`src/rtl/uart_ocp_slave_pkg.sv`:
```
// Shared OCP command-bus constants used by the UART transaction bridge and its targets.
//   mcmd_e  : MCmd encodings (IDLE / WR / RD); other codes are illegal
//   sresp_e : SResp encodings (NULL / DVA / ERR)
//   IdAddr  : address of the read-only ID register
package uart_ocp_slave_pkg;

    typedef enum logic [2:0] {
        CmdIdle = 3'b000,
        CmdWr   = 3'b001,
        CmdRd   = 3'b010
    } mcmd_e;

    typedef enum logic [1:0] {
        RespNull = 2'b00,
        RespDva  = 2'b01,
        RespErr  = 2'b11
    } sresp_e;

    localparam logic [7:0] IdAddr = 8'hFF;

endpackage

```
`src/rtl/ocp_reg_bank.sv`:
```
// NUM_REGS x 8-bit register storage for the OCP slave.
//   clk, reset : clock and synchronous active-high clear
//   we         : write enable; wdata is stored at waddr on the rising edge
//   waddr      : write address (ignored if >= NUM_REGS)
//   wdata      : write data
//   raddr      : combinational read address
//   rdata      : read data (0 for addresses >= NUM_REGS)
//   regs_q     : flat contents, register n at bits [8n+7:8n]
module ocp_reg_bank #(
    parameter int unsigned NUM_REGS = 16
) (
    input  logic                  clk,
    input  logic                  reset,
    input  logic                  we,
    input  logic [7:0]            waddr,
    input  logic [7:0]            wdata,
    input  logic [7:0]            raddr,
    output logic [7:0]            rdata,
    output logic [8*NUM_REGS-1:0] regs_q
);

    logic [NUM_REGS-1:0][7:0] mem_q;

    always_ff @(posedge clk) begin
        if (reset) begin
            mem_q <= '0;
        end else begin
            for (int i = 0; i < NUM_REGS; i++) begin
                if (we && (waddr == 8'(i))) begin
                    mem_q[i] <= wdata;
                end
            end
        end
    end

    always_comb begin
        rdata = 8'h00;
        for (int i = 0; i < NUM_REGS; i++) begin
            if (raddr == 8'(i)) begin
                rdata = mem_q[i];
            end
        end
    end

    assign regs_q = mem_q;

endmodule

```
`src/rtl/uart_ocp_slave.sv`:
```
// OCP-style target: decodes IDLE/WR/RD, inserts WAIT_CYCLES wait states, then accepts
// for one cycle and responds for one cycle. Holds NUM_REGS RW registers and an ID register.
//   clk, reset  : clock and synchronous active-high reset
//   MCmd/MAddr/MData : command, address and write data from the master
//   SCmdAccept  : one-cycle accept pulse
//   SData/SResp : read data and response code, valid for one cycle
//   busy        : high while not IDLE
//   regs_q      : flat register contents
//   wr_stb/wr_addr : committed-write pulse and its address, in the response cycle
module uart_ocp_slave
    import uart_ocp_slave_pkg::*;
#(
    parameter int unsigned NUM_REGS    = 16,
    parameter int unsigned WAIT_CYCLES = 1,
    parameter logic [7:0]  ID_VALUE    = 8'hA5
) (
    input  logic                  clk,
    input  logic                  reset,
    input  logic [2:0]            MCmd,
    input  logic [7:0]            MAddr,
    input  logic [7:0]            MData,
    output logic                  SCmdAccept,
    output logic [7:0]            SData,
    output logic [1:0]            SResp,
    output logic                  busy,
    output logic [8*NUM_REGS-1:0] regs_q,
    output logic                  wr_stb,
    output logic [7:0]            wr_addr
);

    typedef enum logic [1:0] {StIdle, StWait, StAccept, StResp} state_e;

    localparam logic [8:0] NumRegs9 = 9'(NUM_REGS);
    localparam logic [3:0] WaitInit = 4'(WAIT_CYCLES);

    state_e     state_q;
    logic [3:0] cnt_q;
    logic [2:0] cmd_q;
    logic [7:0] addr_q;
    logic [7:0] data_q;

    logic       in_range;
    logic       is_id;
    logic       wr_ok;
    logic       rd_ok;
    logic       bank_we;
    logic [7:0] bank_rdata;
    logic [7:0] rd_val;

    // Decode works entirely from the latched command; live inputs are ignored once busy.
    assign in_range = ({1'b0, addr_q} < NumRegs9);
    assign is_id    = (addr_q == IdAddr);
    assign wr_ok    = (cmd_q == CmdWr) && in_range;
    assign rd_ok    = (cmd_q == CmdRd) && (in_range || is_id);
    assign rd_val   = is_id ? ID_VALUE : bank_rdata;
    // Write lands at the end of ACCEPT so regs_q shows it together with wr_stb.
    assign bank_we  = (state_q == StAccept) && wr_ok;

    ocp_reg_bank #(
        .NUM_REGS(NUM_REGS)
    ) u_reg_bank (
        .clk   (clk),
        .reset (reset),
        .we    (bank_we),
        .waddr (addr_q),
        .wdata (data_q),
        .raddr (addr_q),
        .rdata (bank_rdata),
        .regs_q(regs_q)
    );

    always_ff @(posedge clk) begin
        if (reset) begin
            state_q    <= StIdle;
            cnt_q      <= 4'd0;
            cmd_q      <= 3'd0;
            addr_q     <= 8'd0;
            data_q     <= 8'd0;
            SCmdAccept <= 1'b0;
            SData      <= 8'd0;
            SResp      <= RespNull;
            busy       <= 1'b0;
            wr_stb     <= 1'b0;
            wr_addr    <= 8'd0;
        end else begin
            case (state_q)
                StIdle: begin
                    if (MCmd != CmdIdle) begin
                        cmd_q   <= MCmd;
                        addr_q  <= MAddr;
                        data_q  <= MData;
                        cnt_q   <= WaitInit;
                        busy    <= 1'b1;
                        state_q <= StWait;
                    end
                end
                StWait: begin
                    if (cnt_q == 4'd0) begin
                        SCmdAccept <= 1'b1;
                        state_q    <= StAccept;
                    end else begin
                        cnt_q <= cnt_q - 4'd1;
                    end
                end
                StAccept: begin
                    SCmdAccept <= 1'b0;
                    state_q    <= StResp;
                    if (wr_ok) begin
                        SResp   <= RespDva;
                        SData   <= 8'd0;
                        wr_stb  <= 1'b1;
                        wr_addr <= addr_q;
                    end else if (rd_ok) begin
                        SResp <= RespDva;
                        SData <= rd_val;
                    end else begin
                        SResp <= RespErr;
                        SData <= 8'd0;
                    end
                end
                StResp: begin
                    SResp   <= RespNull;
                    SData   <= 8'd0;
                    wr_stb  <= 1'b0;
                    busy    <= 1'b0;
                    state_q <= StIdle;
                end
                default: state_q <= StIdle;
            endcase
        end
    end

endmodule

```
`config.mk`:
```
export PLATFORM = sky130hd
export DESIGN_NAME = uart_ocp_slave
export DESIGN_NICKNAME = d
export VERILOG_FILES = /design/src/rtl/uart_ocp_slave_pkg.sv /design/src/rtl/ocp_reg_bank.sv /design/src/rtl/uart_ocp_slave.sv
export SDC_FILE = /design/constraint.sdc
export NUM_CORES = 1
export LEC_CHECK = 0
export CAP_MARGIN = 20
export CORE_AREA = 4 4 128 130
export DETAILED_ROUTE_END_ITERATION = 12
export DIE_AREA = 0 0 132 134
export DONT_BUFFER_PORTS = 1
export PLACE_DENSITY_LB_ADDON = 0.12
export SETUP_SLACK_MARGIN = 0.5
export SKIP_LAST_GASP = 1
export SLEW_MARGIN = 10
export SYNTH_ARGS = -nofsm -noshare
export SYNTH_HDL_FRONTEND = slang
export SYNTH_SLANG_ARGS = --single-unit
```
`constraint.sdc`:
```
create_clock -name clk -period 2.6 [get_ports clk]
set_clock_uncertainty 0.2 [all_clocks]
set_input_delay 0.26 -clock clk [delete_from_list [all_inputs] [get_ports clk]]
set_output_delay 0.26 -clock clk [all_outputs]
set_load 0.02 [all_outputs]
```
==> reports/metrics.csv <==
stage,metric,value,unit
clock_network,clk_lat worst skew,0.44,ns
sta,post-route setup slack,0.239,ns
synthesis,Post-synth EDFFs,0,
synthesis,Mapped Cells,1005,
run,max cap viols,0,
die,Die Span X,132,um
routing,Via density,6.38,
sta,Final min period,2.36,ns
cells_and_area,layout cells sized above 1,26.0,%
pwr,Leakage,3.43,nW
synthesis,Mean Syn Cell Area,7.94,um^2
worst_setup_path,Setup Crit Path Kind,register to register,
synthesis,Yosys top cell by area,dfxtp_1,
synthesis,Synthesis Warnings,0,
worst_setup_path,R2R depth,6,
sta,fin crit share,90.8,%
worst_setup_path,"Req. time, crit path",2.78,ns
routing,DR iter-0 viols,1107,
cells_and_area,Antenna Diode Count,0,
min_path,Worst Hold Class,primary input to register,
clock_network,clock tree buffer depth,2,
worst_setup_path,Crit path depth,6,
synthesis,Synthesized Nets,1032,
cells_and_area,design area,0.0101,mm^2
routing,Routed WL,30400,um
sta,setup TNS,0,ns
sta,pins over their slew limit,0,
routing,Post-route DRC,0,
global_route,initial antenna violation count,0,
worst_setup_path,crit path max-delay cell type,or4_4,
worst_setup_path,buffers and inverters on the worst path,0,
routing,wire per inst,24.4,um
sta,hold_ws,-0.299,ns
pwr,VDD IR max,0.000561,V
worst_setup_path,r2r setup slk,0.24,ns
clock_network,H-tree levels,4,
sta,Fin. Hold Viols,167,
clock_network,CTS sink cnt,174,
synthesis,post-synth cell types,62,
global_route,grt ovf,0,
die,core area,0.0151,mm^2
worst_setup_path,critical-path maximum fanout,5,
global_route,Total Routing Usage GR,32.2,%
pwr,Power Dens Cells,817,mW/mm^2
synthesis,"Primary FF master, synth",dfxtp_1,
clock_network,hold buffers post-CTS,1,
die,Starting Density,52.7,%
placed_design,Detailed Place HPWL,20500,um
clock_network,clk root buf,clkbuf_16,
sta,f_max,0.424,GHz
synthesis,asr flop ratio synth,0,%
worst_setup_path,Setup crit start kind,register,
synthesis,"FF+latch count, synth",174,
synthesis,Synth top area share,43.7,%
clock_network,TritonCTS Buffers,17,
run_status,outcome,"complete, but fails checks",
sta,Slew HR,42.5,%
synthesis,Synth Cell Area,0.00798,mm^2
sta,worst slew pin tran,0.861,ns
run_status,failing checks,hold timing,
min_path,hold depth,1,
synthesis,sequential share of the synthesized area,43.7,%
die,# IOs,170,
clock_network,CTS tree,done,
routing,remaining antenna violation count after routing,0,
cells_and_area,area delta synth->final,26.1,%
worst_setup_path,worst path cell trace,"or4_4, or3_4, nor4_4, o22ai_1, o2111ai_2, a22o_1",
placed_design,dpl cell area,0.00835,mm^2
sta,RSZ-0062 raised after global routing,true,
global_route,vias in the first global route,7239,
die,Die ar.,0.0177,mm^2
routing,1st-pass router iterations,6,
worst_setup_path,cell family with most CP delay,simple AND/OR/NAND/NOR gates,
synthesis,dominant cells by area after synthesis,"dfxtp_1 44%, nand2_1 11%, a21oi_1 8.8%, mux2i_1 6.4%, nor2_1 4.7%",
cells_and_area,Nets,1070,
routing,vias,7934,
sta,Final Setup Violations,0,
placed_design,dpl ws,0.0536,ns
placed_design,port bufs,0,
worst_setup_path,crit end category,register,
worst_setup_path,Worst path max stage delay,0.59,ns
global_route,largest net degree at the start of global routing,166,
global_route,first-pass GRT wire length,44400,um
die,Rows,45,
worst_setup_path,critical path arrival,2.55,ns
placed_design,GP Congestion,0.972,
die,Die Y,134,um
clock_network,Worst-path clk slew,0.07,ns
[sequential cells by signal, summed over array words and instances (netlist names)]
| name | flops |
|---|---|
| SCmdAccept | 1 |
| data_q | 8 |
| SData | 8 |
| cnt_q | 4 |
| addr_q | 8 |
| wr_addr | 8 |
| wr_stb | 1 |
| state_q | 2 |
| busy | 1 |
| cmd_q | 3 |
| u_reg_bank.regs_q | 128 |
| SResp | 2 |
[worst paths after layout]
| kind | to | from |
|---|---|---|
| setup / recovery | SData[0]$_SDFFE_PP0P_ | addr_q[5]$_SDFFE_PP0P_ |
| hold / removal | u_reg_bank.regs_q[116]$_SDFFE_PP0P_ | reset |
| setup reg to reg | SData[0]$_SDFFE_PP0P_ | addr_q[5]$_SDFFE_PP0P_ |
| hold reg to reg | addr_q[4]$_SDFFE_PP0P_ | addr_q[4]$_SDFFE_PP0P_ |
[final cells by class]
type	instances	area, um^2
Clock buffer	21	480
Sequential cell	174	3510
Tap cell	188	235
Multi-Input combinational cell	741	4720
Fill cell	1281	5080
Inverter	13	50.0
Clock inverter	11	106
Timing Repair Buffer	96	960
[metal layers]
| metal | global-route usage [%] | wire [um] |
|---|---|---|
| met5 | 0 | 0 |
| met1 | 41.1 | 11800 |
| met2 | 51.0 | 14000 |
| met4 | 11.8 | 996 |
| met3 | 10.7 | 3550 |
[stage by stage]
step	power, mW	utilization, %	std cells
6_report	8.22	66.4	1244
5_1_grt	8.48	66.4	1244
4_1_cts	7.95	62.3	1224
3_5_place_dp	5.10	55.1	1163
3_3_place_gp	5.09	55.1	1163
2_1_floorplan	4.39	-	1005
[worst reg2reg max path: cells and delay by family, from the launching register on]
family | cells | cell delay (ns)
AND/OR/NAND/NOR | 3 | 1.23
AO/OA/AOI/OAI | 3 | 0.52
flip-flops | 1 | 0.36
[kinds of logic after synthesis]
logic type                 share of synthesized area (%)
DFF                                                 43.7
buffers and inverters                               4.50
and+or+nand+nor                                     23.3
adders and majority gates                          0.941
xor gates and xnor gates                           0.220
muxes                                               8.23
AOI/OAI and AO/OA                                   19.2
[report_power, final]
group	leakage (nW)	internal (mW)	switching (mW)	total, mW
clock	0.282	1.43	1.13	2.56
sequential	1.41	2.81	0.297	3.11
combinational	1.74	0.975	1.57	2.55
[Yosys cell counts, drive strengths merged, types with 4 or more instances]
master and count:
a21oi 141, a22oi 9, a221oi 4, dfxtp 174, clkbuf 54, and2 6
inv 12, a211oi 4, nor3 26, ha 6, a32oi 4, nand2 228
buf 24, o221ai 5, mux2 7, mux2i 51, nand3 10, o21ai 37
nor4 4, o21bai 4, nor2b 11, nor2 99, o31ai 5, nand4 11
o22ai 11, nand2b 6, a31oi 7
[placed cells by master, fill, tap and decap left out, types with 5 or more instances in the layout]
cell type | Yosys | final
dfxtp_1 | 174 | 164
buf_12 | 0 | 8
nand2_2 | 1 | 23
o22ai_1 | 11 | 9
nor2b_1 | 11 | 7
and2_1 | 6 | 5
ha_1 | 6 | 5
a21oi_2 | 0 | 31
buf_4 | 0 | 59
nor2_1 | 99 | 94
o21ai_0 | 37 | 27
nand3_1 | 10 | 8
dfxtp_2 | 0 | 6
a21oi_1 | 141 | 109
buf_6 | 1 | 25
a22oi_1 | 9 | 9
inv_1 | 12 | 11
nor3_4 | 5 | 15
nand2_4 | 0 | 8
nor3_1 | 11 | 7
nand4_1 | 11 | 11
nand2_1 | 227 | 196
mux2i_1 | 51 | 51
a31oi_1 | 7 | 6
nor2_4 | 0 | 5
o21ai_1 | 0 | 7
clkbuf_16 | 0 | 19
mux2_2 | 7 | 7
[timing repair]
| item | CTS | global route |
|---|---|---|
| endpoints found under the setup margin | 137 | 152 |
| endpoints found under the hold margin | 171 | 169 |
| buffers inserted | 27 | 18 |
| pin swaps | 24 | 42 |
| gates resized for setup | 62 | 120 |
| cloned | 1 | 2 |
No activity file was read; power rests on OpenSTA's default activity.
